<file path="config.mk">
export PLATFORM = sky130hd
export DESIGN_NAME = com_to_fifo_flat
export DESIGN_NICKNAME = d
export VERILOG_FILES = /design/src/rtl/com_to_fifo_pkg.sv /design/src/rtl/com_to_fifo_if.sv /design/src/rtl/com_to_fifo_uart_rx_core.sv /design/src/rtl/com_to_fifo.sv /design/src/flat_wrapper.sv
export SDC_FILE = /design/constraint.sdc
export NUM_CORES = 1
export LEC_CHECK = 0
export CAP_MARGIN = 10
export CORE_ASPECT_RATIO = 1.2
export CORE_MARGIN = 2
export CORE_UTILIZATION = 51
export CTS_CLUSTER_SIZE = 25
export DETAILED_ROUTE_END_ITERATION = 10
export MAX_ROUTING_LAYER = met4
export PLACE_DENSITY_LB_ADDON = 0.15
export REMOVE_ABC_BUFFERS = 1
export SYNTH_ARGS = -nofsm -noshare
export SYNTH_HDL_FRONTEND = slang
export SYNTH_SLANG_ARGS = --single-unit
</file>
<file path="constraint.sdc">
create_clock -name clk -period 1.6 [get_ports clk]
set_input_delay 0.32 -clock clk [delete_from_list [all_inputs] [get_ports clk]]
set_output_delay 0.32 -clock clk [all_outputs]
set_load 0.05 [all_outputs]
</file>
<file path="src/rtl/com_to_fifo_pkg.sv">
// Shared definitions for the UART receive stage that feeds the FIFO.
// Holds receiver state encodings, frame width and the error-counter helper.
package com_to_fifo_pkg;

   localparam int UART_DATA_BITS = 8;

   typedef enum logic [2:0] {
      IDLE   = 3'd0,
      START  = 3'd1,
      DATA   = 3'd2,
      PARITY = 3'd3,
      STOP   = 3'd4
   } rxState_t;

   function automatic logic [3:0] satInc(input logic [3:0] v);
      return (v == 4'hF) ? v : v + 4'd1;
   endfunction

endpackage

</file>
<file path="src/rtl/com_to_fifo_if.sv">
// Write-side handshake between the UART receive stage and the FIFO.
// The receive stage is the master; the FIFO is the slave.
interface com_to_fifo_if;
   import com_to_fifo_pkg::*;

   logic [UART_DATA_BITS-1:0] fifo_data;
   logic                      fifo_we;
   logic                      fifo_busy;
   logic                      fifo_full;

   modport master (output fifo_data, output fifo_we, input fifo_busy, input fifo_full);
   modport slave  (input fifo_data, input fifo_we, output fifo_busy, output fifo_full);

endinterface

</file>
<file path="src/rtl/com_to_fifo_uart_rx_core.sv">
// UART receiver: two-flop rx synchroniser plus frame FSM with parity/stop checks.
// Emits one-cycle byteValid / parityErr / frameErr pulses on the stop-sample cycle.
//
// state  | meaning
// IDLE   | line idle, waiting for rx_s low while enabled
// START  | half-bit wait, then confirm start bit (high = glitch)
// DATA   | sample 8 data bits LSB first, one per OVERSAMPLE cycles
// PARITY | sample parity bit, latch mismatch
// STOP   | sample stop bit, report result, return to IDLE
module uart_rx_core
   import com_to_fifo_pkg::*;
#(
   parameter int OVERSAMPLE = 16,
   parameter bit PARITY_EN  = 1'b1,
   parameter bit PARITY_ODD = 1'b0
) (
   input  logic                      clk,
   input  logic                      reset,
   input  logic                      enable,
   input  logic                      rx,
   output logic [UART_DATA_BITS-1:0] rxByte,
   output logic                      byteValid,
   output logic                      parityErr,
   output logic                      frameErr,
   output logic                      rxActive
);

   localparam int            CW        = $clog2(OVERSAMPLE);
   localparam logic [CW-1:0] HALF_LAST = CW'(OVERSAMPLE / 2 - 1);
   localparam logic [CW-1:0] BIT_LAST  = CW'(OVERSAMPLE - 1);
   localparam logic [2:0]    LAST_BIT  = 3'(UART_DATA_BITS - 1);

   rxState_t                  state;
   logic                      rxMeta;
   logic                      rxS;
   logic [CW-1:0]             tickCnt;
   logic [2:0]                bitIdx;
   logic [UART_DATA_BITS-1:0] shiftReg;
   logic                      badParity;
   logic                      bitTick;

   assign bitTick = (tickCnt == BIT_LAST);

   always_ff @(posedge clk) begin
      if (!reset) begin
         rxMeta    <= 1'b1;
         rxS       <= 1'b1;
         state     <= IDLE;
         tickCnt   <= '0;
         bitIdx    <= '0;
         shiftReg  <= '0;
         badParity <= 1'b0;
         rxByte    <= '0;
         byteValid <= 1'b0;
         parityErr <= 1'b0;
         frameErr  <= 1'b0;
         rxActive  <= 1'b0;
      end else begin
         rxMeta    <= rx;
         rxS       <= rxMeta;
         byteValid <= 1'b0;
         parityErr <= 1'b0;
         frameErr  <= 1'b0;
         case (state)
            IDLE: begin
               if (enable && !rxS) begin
                  state    <= START;
                  tickCnt  <= '0;
                  rxActive <= 1'b1;
               end
            end
            START: begin
               if (tickCnt == HALF_LAST) begin
                  tickCnt <= '0;
                  if (rxS) begin
                     state    <= IDLE;
                     rxActive <= 1'b0;
                  end else begin
                     state     <= DATA;
                     bitIdx    <= '0;
                     badParity <= 1'b0;
                  end
               end else begin
                  tickCnt <= tickCnt + 1'b1;
               end
            end
            DATA: begin
               if (bitTick) begin
                  tickCnt  <= '0;
                  shiftReg <= {rxS, shiftReg[UART_DATA_BITS-1:1]};
                  bitIdx   <= bitIdx + 1'b1;
                  if (bitIdx == LAST_BIT) begin
                     if (PARITY_EN) state <= PARITY;
                     else           state <= STOP;
                  end
               end else begin
                  tickCnt <= tickCnt + 1'b1;
               end
            end
            PARITY: begin
               if (bitTick) begin
                  tickCnt   <= '0;
                  badParity <= (rxS != ((^shiftReg) ^ PARITY_ODD));
                  state     <= STOP;
               end else begin
                  tickCnt <= tickCnt + 1'b1;
               end
            end
            STOP: begin
               if (bitTick) begin
                  tickCnt  <= '0;
                  state    <= IDLE;
                  rxActive <= 1'b0;
                  // A bad stop bit masks a parity fault in the same frame.
                  if (!rxS) begin
                     frameErr <= 1'b1;
                  end else if (badParity) begin
                     parityErr <= 1'b1;
                  end else begin
                     byteValid <= 1'b1;
                     rxByte    <= shiftReg;
                  end
               end else begin
                  tickCnt <= tickCnt + 1'b1;
               end
            end
            default: begin
               state    <= IDLE;
               rxActive <= 1'b0;
            end
         endcase
      end
   end

endmodule

</file>
<file path="src/rtl/com_to_fifo.sv">
// UART receive stage: wraps uart_rx_core with a one-byte hold register,
// the FIFO busy/full write handshake, a sticky overflow flag and an error counter.
module com_to_fifo
   import com_to_fifo_pkg::*;
#(
   parameter int OVERSAMPLE = 16,
   parameter bit PARITY_EN  = 1'b1,
   parameter bit PARITY_ODD = 1'b0
) (
   input  logic                 clk,
   input  logic                 reset,
   input  logic                 enable,
   input  logic                 rx,
   com_to_fifo_if.master        fifo,
   output logic                 rx_active,
   output logic                 parity_error,
   output logic                 frame_error,
   output logic                 overflow,
   output logic [3:0]           err_count
);

   logic [UART_DATA_BITS-1:0] rxByte;
   logic [UART_DATA_BITS-1:0] holdData;
   logic                      byteValid;
   logic                      holdFull;
   logic                      canPush;

   uart_rx_core #(
      .OVERSAMPLE (OVERSAMPLE),
      .PARITY_EN  (PARITY_EN),
      .PARITY_ODD (PARITY_ODD)
   ) u_rx (
      .clk       (clk),
      .reset     (reset),
      .enable    (enable),
      .rx        (rx),
      .rxByte    (rxByte),
      .byteValid (byteValid),
      .parityErr (parity_error),
      .frameErr  (frame_error),
      .rxActive  (rx_active)
   );

   assign canPush = !fifo.fifo_busy && !fifo.fifo_full;

   always_ff @(posedge clk) begin
      if (!reset) begin
         holdFull       <= 1'b0;
         holdData       <= '0;
         fifo.fifo_we   <= 1'b0;
         fifo.fifo_data <= '0;
         overflow       <= 1'b0;
         err_count      <= '0;
      end else begin
         fifo.fifo_we <= 1'b0;
         if (parity_error || frame_error) err_count <= satInc(err_count);
         if (holdFull) begin
            // Draining the held byte frees the slot for a byte arriving now.
            if (canPush) begin
               fifo.fifo_we   <= 1'b1;
               fifo.fifo_data <= holdData;
               holdFull       <= byteValid;
               holdData       <= rxByte;
            end else if (byteValid) begin
               overflow <= 1'b1;
            end
         end else if (byteValid) begin
            if (canPush) begin
               fifo.fifo_we   <= 1'b1;
               fifo.fifo_data <= rxByte;
            end else begin
               holdFull <= 1'b1;
               holdData <= rxByte;
            end
         end
      end
   end

endmodule
</file>
<file path="src/flat_wrapper.sv">
// flat-port wrapper written by rule: the top's interface ports become plain ports
module com_to_fifo_flat import com_to_fifo_pkg::*;
#(
   parameter int OVERSAMPLE = 16,
   parameter bit PARITY_EN  = 1'b1,
   parameter bit PARITY_ODD = 1'b0
)
  (clk, reset, enable, rx, rx_active, parity_error, frame_error, overflow, err_count, fifo_fifo_data, fifo_fifo_we, fifo_fifo_busy, fifo_fifo_full);
  com_to_fifo_if fifo_i ();
  input  logic clk;
  input  logic reset;
  input  logic enable;
  input  logic rx;
  output logic rx_active;
  output logic parity_error;
  output logic frame_error;
  output logic overflow;
  output logic [3:0] err_count;
  output wire logic [$bits(fifo_i.fifo_data)-1:0] fifo_fifo_data;
  output wire logic [$bits(fifo_i.fifo_we)-1:0] fifo_fifo_we;
  input wire logic [$bits(fifo_i.fifo_busy)-1:0] fifo_fifo_busy;
  input wire logic [$bits(fifo_i.fifo_full)-1:0] fifo_fifo_full;
  assign fifo_fifo_data = fifo_i.fifo_data;
  assign fifo_fifo_we = fifo_i.fifo_we;
  assign fifo_i.fifo_busy = fifo_fifo_busy;
  assign fifo_i.fifo_full = fifo_fifo_full;
  com_to_fifo #(.OVERSAMPLE(OVERSAMPLE), .PARITY_EN(PARITY_EN), .PARITY_ODD(PARITY_ODD)) u_core (.clk(clk), .reset(reset), .enable(enable), .rx(rx), .fifo(fifo_i), .rx_active(rx_active), .parity_error(parity_error), .frame_error(frame_error), .overflow(overflow), .err_count(err_count));
endmodule
</file>
==> qor.txt, run 1 <==
Dominant cell type by area after synthesis - dfxtp_1
Post-DR vias/cell - 5.294
Final Core Density - 67.07%
Hold crit path type - register to register
Post-Syn Area per Cell - 9.398 um^2
Worst VDD drop - 470.3 uV
RSZ-0062 raised after global routing - false
Hold buffers post-CTS - 0
Ranking of synthesized cells by area - dfxtp_1, mux2i_1, nor2_1, a211oi_1, xnor2_1
Hold Crit Depth - 1
Status - finished, final reports clean
CTS Sinks - 56
Die Y - 80.41 um
Iter 0 DRT Violations - 85
Setup crit start kind - register
Max Cap Viol - 0
Worst setup margin - 0.04986 ns
Largest net degree at the start of global routing - 38
Initial Util - 53.61%
Seq cells post-synth - 56
Share of synthesized flip-flops with an asynchronous set or reset - 0%
CP required - 1.80 ns
Global-route wire length before repair - 7.665 mm
Worst-skew pair later-pin latency - 0.31 ns
P_sw - 0.0004947 W
Max clock buf depth - 2
R2r endpoint - u_core.u_rx.bitIdx[2]$_SDFFE_PN0P_
Drt drc - 0
Synth cell types - 44
Die area - 5441 um^2
Multi-input gate area - 1271 um^2
Worst-path clk slew - 0.08 ns
Achievable clock frequency - 645.1 MHz
Power Dens Cells - 777.9 nW/um^2
Slew margin rel. - 75.37%
P_int - 0.001920 W
Min-Delay Endpoint - u_core.u_rx.rxS$_SDFF_PN1_
Worst Max-Slew Pin Slew - 0.3655 ns
# IOs - 23
Clock share of power - 36.7%
Die X - 67.67 um
Number of flops mapped to enable cells by yosys - 0
Comb pwr share - 5.0%
Initial antenna violation count - 0
Post-route ant nets - 0
RR Startpoint - u_core.u_rx.state[1]$_SDFFE_PN0P_
Fin crit period - 1.550 ns
Post-synth top area share - 45.18%
Net count, final - 311
Synth Cell Area - 2481 um^2
Port Buf Inserts - 22
Static Leakage - 1.278 nW
Fillers - 396
Worst Setup Path Type - register to register
H-tree levels - 2
Worst-path maximum fanout - 4
Share of total power in sequential cells - 58.3%
Count leader, synth - dfxtp_1
Final worst-path cycle share - 96.88%
RePlAce Congestion - 0.8385
Antenna Cells - 0
Final HPWL DP - 3.290 mm
Register area - 1127 um^2
Worst Skew - 0.009679 ns
Worst reg2reg path depth - 4
DRT Pass-1 Iters - 4
Main synth FF type - dfxtp_1
Root Driver - clkbuf_8
Share of the yosys chip area belonging to registers - 45.18%
Crit path DAT - 1.75 ns
Reg2reg setup slack - 0.05 ns
Synth Warn # - 0
Fin. Hold Viols - 0
Sw Share - 20.48%
Rows - 27
Cells after synthesis - 264
CTS buffer count - 5
Area grow syn2layout - 25.11%
Vias in the first global route - 1,844
Overflow after GRT - 0
Pre-CTS setup slack - -0.2377 ns
Core area - 4628 um^2
CP endpoint kind - register
Final setup viols - 0
Layout cells sized above 1 - 21.19%
TritonCTS clock tree - done
GRT Util Overall - 18.93%
Post-Route WL - 4.494 mm
Via Count - 1,906
Post-synth top cells - dfxtp_1, nor2_1, mux2i_1, a21oi_1, a211oi_1
HP Start - u_core.u_rx.rxMeta$_SDFF_PN1_
Wirelength per Cell - 12.48 um
Fin. max-slew vios - 0
cells by family (layout without fill, tap and decap cells):
| family | Yosys count | count (layout) | synth area share (%) |
|---|---|---|---|
| buf+inv | 23 | 61 | 4.690 |
| flops | 56 | 56 | 45.18 |
| mux | 33 | 33 | 13.82 |
| simple gates | 95 | 95 | 18.46 |
| fa+ha+maj | 4 | 4 | 2.017 |
| xor+xnor | 10 | 10 | 4.085 |
| compound gates | 43 | 43 | 11.75 |
power groups by stage:
stage	Sequential (W)	Combinational, W	Clock, W
finish	0.00141	0.000120	0.000887
global route	0.00141	0.000130	0.000971
CTS	0.00141	0.000120	0.000923
detailed placement	0.00144	0.000120	0
global placement	0.00144	0.000119	0
floorplan	0.00145	0.0000464	0
worst max-delay path by stage:
stage                                        startpoint                                  end  slack (ns)  depth (start not counted)
finish                u_core.u_rx.state[1]$_SDFFE_PN0P_   u_core.u_rx.bitIdx[2]$_SDFFE_PN0P_        0.05                          4
global route        u_core.u_rx.tickCnt[0]$_SDFFE_PN0P_  u_core.u_rx.tickCnt[3]$_SDFFE_PN0P_       0.004                          6
CTS                 u_core.u_rx.tickCnt[0]$_SDFFE_PN0P_   u_core.u_rx.rxByte[5]$_SDFFE_PN0P_       0.009                          7
detailed placement                       fifo_fifo_full      u_core.holdData[5]$_SDFFE_PN0P_       -0.24                          6
global placement                         fifo_fifo_full      u_core.holdData[3]$_SDFFE_PN0P_       -0.17                          6
floorplan           u_core.u_rx.tickCnt[0]$_SDFFE_PN0P_   u_core.u_rx.bitIdx[0]$_SDFFE_PN0P_       -0.16                          5
stage by stage:
| step | TNS [ns] | std cells | area [um^2] | power [W] | hold slack [ns] |
|---|---|---|---|---|---|
| floorplan | -2.065 | 246 | 2384 | 0.001499 | 0.3863 |
| global placement | -2.105 | 350 | 2927 | 0.001559 | 0.3886 |
| detailed placement | -3.020 | 350 | 2927 | 0.001560 | 0.3934 |
| CTS | 0 | 358 | 3048 | 0.002452 | 0.4143 |
| global route | 0 | 360 | 3104 | 0.002510 | 0.4326 |
| finish | 0 | 360 | 3104 | 0.002415 | 0.4115 |
critical path: stages, from the launching register on:
cell and delay [ns]:
dfxtp_2 0.34, or4b_4 0.55, a211oi_4 0.31, o22ai_1 0.09, and2_1 0.16
final cells by class:
cell class | count | area share [%]
Clock inverter | 2 | 1.129
Inverter | 5 | 0.6046
Timing Repair Buffer | 48 | 16.32
Sequential cell | 56 | 36.32
Clock buffer | 6 | 2.338
Tap cell | 58 | 2.338
Multi-Input combinational cell | 185 | 40.95
registers in the layout, summed over array words and instances (netlist names), 3 cells and up:
name                   flops
u_core.fifo.fifo_data      8
u_core.holdData            8
u_core.u_rx.rxByte         8
u_core.u_rx.shiftReg       8
u_core.err_count           4
u_core.u_rx.tickCnt        4
u_core.u_rx.bitIdx         3
u_core.u_rx.state          3
routing by layer:
| metal | part of all wire (%) | global-route usage [%] | vias up |
|---|---|---|---|
| met1 | 43 | 19.36 | 889 |
| met4 | 1.2 | 7.347 | 0 |
| met5 | 0 | - | - |
| li1 | - | - | 991 |
| met3 | 2.9 | 4.202 | 4 |
| met2 | 53 | 34.31 | 22 |
cells in the final DEF (no fill, tap or decap), drive strengths merged, types with 2 or more instances in the layout:
| cell | n |
|---|---|
| nand2b | 5 |
| xor2 | 2 |
| nand4 | 5 |
| nor2b | 4 |
| buf | 42 |
| nor2 | 48 |
| clkbuf | 7 |
| nand2 | 8 |
| a21oi | 10 |
| xnor2 | 7 |
| inv | 5 |
| nand3b | 3 |
| a31o | 2 |
| nor3 | 5 |
| o21ai | 8 |
| clkdlybuf4s50 | 5 |
| a31oi | 3 |
| dfxtp | 56 |
| ha | 4 |
| mux2i | 33 |
| a211oi | 10 |
| and3 | 2 |
| o21a | 3 |
| nand3 | 8 |
| or3 | 2 |
what timing repair did:
action | in CTS | in global routing
gates resized for setup | 4 | 7
cloned | 0 | 1
endpoints found under the hold margin | 0 | 0
setup endpoints to repair | 18 | 19
buffers inserted | 0 | 1
pin swaps | 1 | 4
Note: power is estimated with default switching activity, not from simulation.
==> run 2, diff against run 1 <==
--- a/config.mk
+++ b/config.mk
@@ -11,6 +11,7 @@
 export CORE_UTILIZATION = 51
 export CTS_CLUSTER_SIZE = 25
 export DETAILED_ROUTE_END_ITERATION = 10
+export GPL_TIMING_DRIVEN = 0
 export MAX_ROUTING_LAYER = met4
 export PLACE_DENSITY_LB_ADDON = 0.15
 export REMOVE_ABC_BUFFERS = 1
==> run 2 against run 1 <==
Register-to-register slack about the same. Flip-flop and latch count unchanged. Sequential share of layout area increased by 1.7 points. Utilization decreased by 2.0 points. Worst hold slack improved by 0.0072 ns. Largest power group unchanged. Highest routed layer unchanged.
==> qor.txt, run 2 (synthesized netlist as in run 1, its figures left out) <==
Post-DR vias/cell - 5.314
Hold_ws - 0.4187 ns
Iter 0 DRT Violations - 80
Worst Setup SP - u_core.u_rx.tickCnt[3]$_SDFFE_PN0P_
RePlAce Congestion - 0.7718
Die Y - 80.41 um
Fin. max-slew vios - 0
Core area - 4628 um^2
Power Dens Cells - 755.8 nW/um^2
Dpl cells - 327
Commonest non-fill, non-tap cell in the layout - dfxtp_1
Worst-path clk slew - 0.09 ns
Worst Skew - 0.01453 ns
Die area - 5441 um^2
Via Count - 1,876
Post-Route WL - 4.479 mm
Wirelength per Cell - 12.69 um
Largest net degree at the start of global routing - 22
Setup crit start kind - register
Min-Delay Endpoint - u_core.u_rx.rxS$_SDFF_PN1_
Achievable clock frequency - 641.6 MHz
Drt drc - 0
Global-route wire length before repair - 7.569 mm
H-tree levels - 2
Max clock buf depth - 2
Final setup viols - 0
Static Leakage - 1.243 nW
Initial Util - 53.61%
Post-route ant nets - 0
Status - finished, final reports clean
CP required - 1.80 ns
Net count, final - 304
Worst Setup Path Type - register to register
Most frequent cells in the layout - dfxtp_1, nor2_1, mux2i_1, dlygate4sd2_1, buf_4
Layout cells sized above 1 - 18.31%
CP endpoint kind - register
Fin crit period - 1.559 ns
Worst Max-Slew Pin Slew - 0.5186 ns
CTS buffer count - 5
DRT Pass-1 Iters - 4
Final Core Density - 65.10%
Antenna Cells - 0
R2r endpoint - u_core.u_rx.bitIdx[2]$_SDFFE_PN0P_
Die X - 67.67 um
HP Start - u_core.u_rx.rxMeta$_SDFF_PN1_
Final worst-path cycle share - 97.41%
GRT Util Overall - 18.58%
Port Buf Inserts - 22
Root Driver - clkbuf_8
Initial antenna violation count - 0
Hold buffers post-CTS - 0
Total chip power - 0.002277 W
CTS Sinks - 56
Worst-path maximum fanout - 11
Rows - 27
Post-Layout Cell Count - 353
Worst-skew pair later-pin latency - 0.31 ns
Area grow syn2layout - 21.43%
Slew margin rel. - 65.42%
Hold Crit Depth - 1
# IOs - 23
Hold crit path type - register to register
Max Cap Viol - 0
Fin. Hold Viols - 0
Crit path DAT - 1.76 ns
TritonCTS clock tree - done
Vias in the first global route - 1,696
Overflow after GRT - 0
Worst reg2reg path depth - 4
Final HPWL DP - 2.839 mm
RSZ-0062 raised after global routing - true
Worst VDD drop - 428.9 uV
RR Startpoint - u_core.u_rx.tickCnt[3]$_SDFFE_PN0P_
Reg2reg setup slack - 0.04 ns
-- run 2: cell count changes in the layout (fill, tap and decap cells not counted), sizes merged --
cell           before  now
bufinv              1    0
inv                 5    4
clkbuf              7    9
clkinvlp            0    3
clkdlybuf4s50       5    4
buf                42   18
dlygate4sd2         0   15
-- run 2: timing repair --
item,CTS,global route
endpoints found under the setup margin,60,25
resized for setup,34,17
gates cloned,1,0
pin swaps,3,5
buffers inserted,12,5
endpoints found under the hold margin,0,0
-- run 2: layout make-up --
type	instances	area [um^2]
flip-flops and latches	56	1145
repair buffers	40	382.9
fillers	385	1615
clock inverters	2	16.27
multi-input cells	185	1294
inverters	5	22.52
clock buffers	6	72.57
well taps	58	72.57
repair inverters	1	7.507
-- run 2: per-layer routing --
layer | GRT usage, % | wire [um] | part of all wire (%)
met1 | 20.79 | 1969 | 44
met2 | 32.45 | 2319 | 52
met3 | 3.782 | 132 | 2.9
met4 | 6.122 | 58 | 1.3
met5 | - | 0 | 0
-- run 2: power by group --
group / switching [W] / internal, W / total (W)
logic: 0.0000680 / 0.0000503 / 0.000118
clock network: 0.000446 / 0.000312 / 0.000758
registers: 0.00000579 / 0.00140 / 0.00140
total: 0.000519 / 0.00176 / 0.00228
-- run 2: critical path: stages (launching register included) --
cell and delay [ns]:
dfxtp_4 0.40, or4b_4 0.50, a211oi_4 0.29, o22ai_2 0.11
and2_1 0.16
-- run 2: worst max path at each step --
| stage | to | slack (ns) | depth (start not counted) |
|---|---|---|---|
| floorplan | u_core.u_rx.bitIdx[0]$_SDFFE_PN0P_ | -0.16 | 5 |
| global placement | u_core.fifo.fifo_we$_SDFF_PN0_ | -0.78 | 3 |
| detailed placement | u_core.u_rx.rxByte[0]$_SDFFE_PN0P_ | -0.50 | 5 |
| CTS | u_core.u_rx.shiftReg[4]$_SDFFE_PN0P_ | 0.004 | 6 |
| global route | u_core.u_rx.rxByte[2]$_SDFFE_PN0P_ | -0.01 | 6 |
| finish | u_core.u_rx.bitIdx[2]$_SDFFE_PN0P_ | 0.04 | 4 |
-- run 2: metrics by stage --
stage          setup slack [ns]  area (um^2)  setup TNS (ns)
5_1_grt                -0.01354         3013        -0.04050
2_1_floorplan           -0.1631         2384          -2.065
6_report                0.04144         3013               0
3_5_place_dp            -0.4958         2704          -19.46
4_1_cts                0.004151         2932               0
3_3_place_gp            -0.7784         2676          -34.30
==> run 3, diff against run 2 <==
--- a/config.mk
+++ b/config.mk
@@ -9,12 +9,14 @@
 export CORE_ASPECT_RATIO = 1.2
 export CORE_MARGIN = 2
 export CORE_UTILIZATION = 51
+export CTS_CLUSTER_DIAMETER = 80
 export CTS_CLUSTER_SIZE = 25
 export DETAILED_ROUTE_END_ITERATION = 10
 export GPL_TIMING_DRIVEN = 0
 export MAX_ROUTING_LAYER = met4
 export PLACE_DENSITY_LB_ADDON = 0.15
 export REMOVE_ABC_BUFFERS = 1
+export SLEW_MARGIN = 5
 export SYNTH_ARGS = -nofsm -noshare
 export SYNTH_HDL_FRONTEND = slang
 export SYNTH_SLANG_ARGS = --single-unit
==> run 3 against run 2 <==
Clock power rose by 18%. Routed wire length fell by 5.8%. Sequential share of layout area is 0.78 points higher. Combinational power decreased by 14%. Via count fell by 1.2%. Critical path depth is 3 lower. Non-clock buffer count fell by 4. First-iteration DRC count increased by 26%. Global-route usage fell by 1.0 points. Critical path type is now register to output pin. Critical endpoint is now err_count[3].
==> qor.txt, run 3 (synthesized netlist as in run 1, its figures left out) <==
Max clock buf depth - 2
Hold crit path type - register to register
CTS buffer count - 5
Antenna Cells - 0
Global-route wire length before repair - 7.217 mm
Worst setup margin - 0.04722 ns
Max Cap Viol - 0
Cell family with most CP delay - buffers and inverters
Port Buf Inserts - 22
TritonCTS clock tree - done
Busiest grt layer - met2
Power Dens Cells - 808.9 nW/um^2
Net count, final - 299
Crit-path slowest cell - clkdlybuf4s15_1
Area grow syn2layout - 19.26%
Grt met2 use - 31.37%
Met1 Usage GRT - 18.48%
Slew margin rel. - 67.12%
Most frequent cells in the layout - dfxtp_1, nor2_1, mux2i_1, dlygate4sd2_1, buf_4
Worst Skew - 0.01509 ns
Worst-path maximum fanout - 4
Root Driver - clkbuf_8
GRT Util Overall - 17.56%
Initial antenna violation count - 0
RSZ-0062 raised after global routing - true
Vias in the first global route - 1,726
Die area - 5441 um^2
Die X - 67.67 um
Final HPWL DP - 2.731 mm
RePlAce Congestion - 0.7718
Worst Max-Slew Pin Slew - 0.4951 ns
Total chip power - 0.002394 W
Post-route cell area - 2959 um^2
Wirelength per Cell - 12.12 um
Met3 Use GR - 3.922%
Post-DR vias/cell - 5.325
Core area - 4628 um^2
Crit-path max cell delay - 0.52 ns
Status - finished, final reports clean
Final setup viols - 0
H-tree levels - 2
Iter 0 DRT Violations - 101
Achievable clock frequency - 644.0 MHz
Fin crit period - 1.553 ns
Worst VDD drop - 476.5 uV
Fin. max-slew vios - 0
Die Y - 80.41 um
DRT Pass-1 Iters - 4
Rows - 27
Setup crit start kind - register
CTS Sinks - 56
Worst-path clk slew - 0.10 ns
Static Leakage - 1.227 nW
Post-Route WL - 4.218 mm
Fin. Hold Viols - 0
Crit path DAT - 1.23 ns
Hold buffers post-CTS - 0
Overflow after GRT - 0
Worst-skew pair later-pin latency - 0.30 ns
Layout cells sized above 1 - 15.17%
Crit path buf inv count - 1
Final worst-path cycle share - 97.05%
CP Cell Sequence - clkdlybuf4s15_1
# IOs - 23
Post-DP Area - 2676 um^2
Largest net degree at the start of global routing - 48
Via Count - 1,853
Post-route ant nets - 0
Drt drc - 0
Commonest non-fill, non-tap cell in the layout - dfxtp_1
Worst Setup Path Type - register to output pin
CP required - 1.28 ns
Initial Util - 53.61%
CP endpoint kind - output pin
Pre-CTS setup slack - -0.4717 ns
run 3: changes by cell type in the layout (fill, tap and decap cells not counted), moves of 2 or more:
cell / change
clkinvlp_4: -3
buf_4: -2
clkdlybuf4s15_1: +3
clkbuf_2: -3
run 3: final cells by class:
type / count / area, um^2
fillers: 383 / 1669
repair buffers: 36 / 336.6
inverters: 5 / 21.27
clock inverters: 2 / 35.03
multi-input cells: 185 / 1274
well taps: 58 / 72.57
clock buffers: 6 / 72.57
flip-flops and latches: 56 / 1147
run 3: what timing repair did:
action / CTS / global route
setup buffers: 10 / 4
pin swaps: 3 / 5
gates resized for setup: 33 / 12
setup endpoints to repair: 53 / 41
run 3: routing by layer:
metal | wire [um] | part of all wire [%]
met1 | 1915 | 45
met2 | 2110 | 50
met3 | 124 | 2.9
met4 | 68 | 1.6
met5 | 0 | 0
run 3: path summary, 6_finish.rpt:
kind	startpoint	endpoint	slack [ns]	cells after the start
max	u_core.err_count[3]$_SDFFE_PN0P_	err_count[3]	0.05	1
min	u_core.u_rx.rxMeta$_SDFF_PN1_	u_core.u_rx.rxS$_SDFF_PN1_	0.41	1
max reg2reg	u_core.u_rx.state[2]$_SDFFE_PN0P_	u_core.u_rx.shiftReg[5]$_SDFFE_PN0P_	0.07	5
min reg2reg	u_core.u_rx.rxMeta$_SDFF_PN1_	u_core.u_rx.rxS$_SDFF_PN1_	0.41	1
run 3: metrics by stage:
stage | hold WS [ns] | TNS [ns] | utilization [%] | cells
final | 0.4141 | 0 | 63.94 | 348
after global routing | 0.4420 | -0.04357 | 63.94 | 348
after CTS | 0.4187 | 0 | 62.69 | 344
after detailed placement | 0.3969 | -15.03 | 57.83 | 326
after global placement | 0.3981 | -34.30 | 57.83 | 326
after floorplan | 0.3863 | -2.065 | - | 246
run 3: report_power, final:
part	total, W	leakage [nW]	internal [W]	switching [W]
logic	0.000101	0.715	0.0000382	0.0000626
clock network	0.000893	0.0552	0.000465	0.000428
registers	0.00140	0.457	0.00139	0.00000614
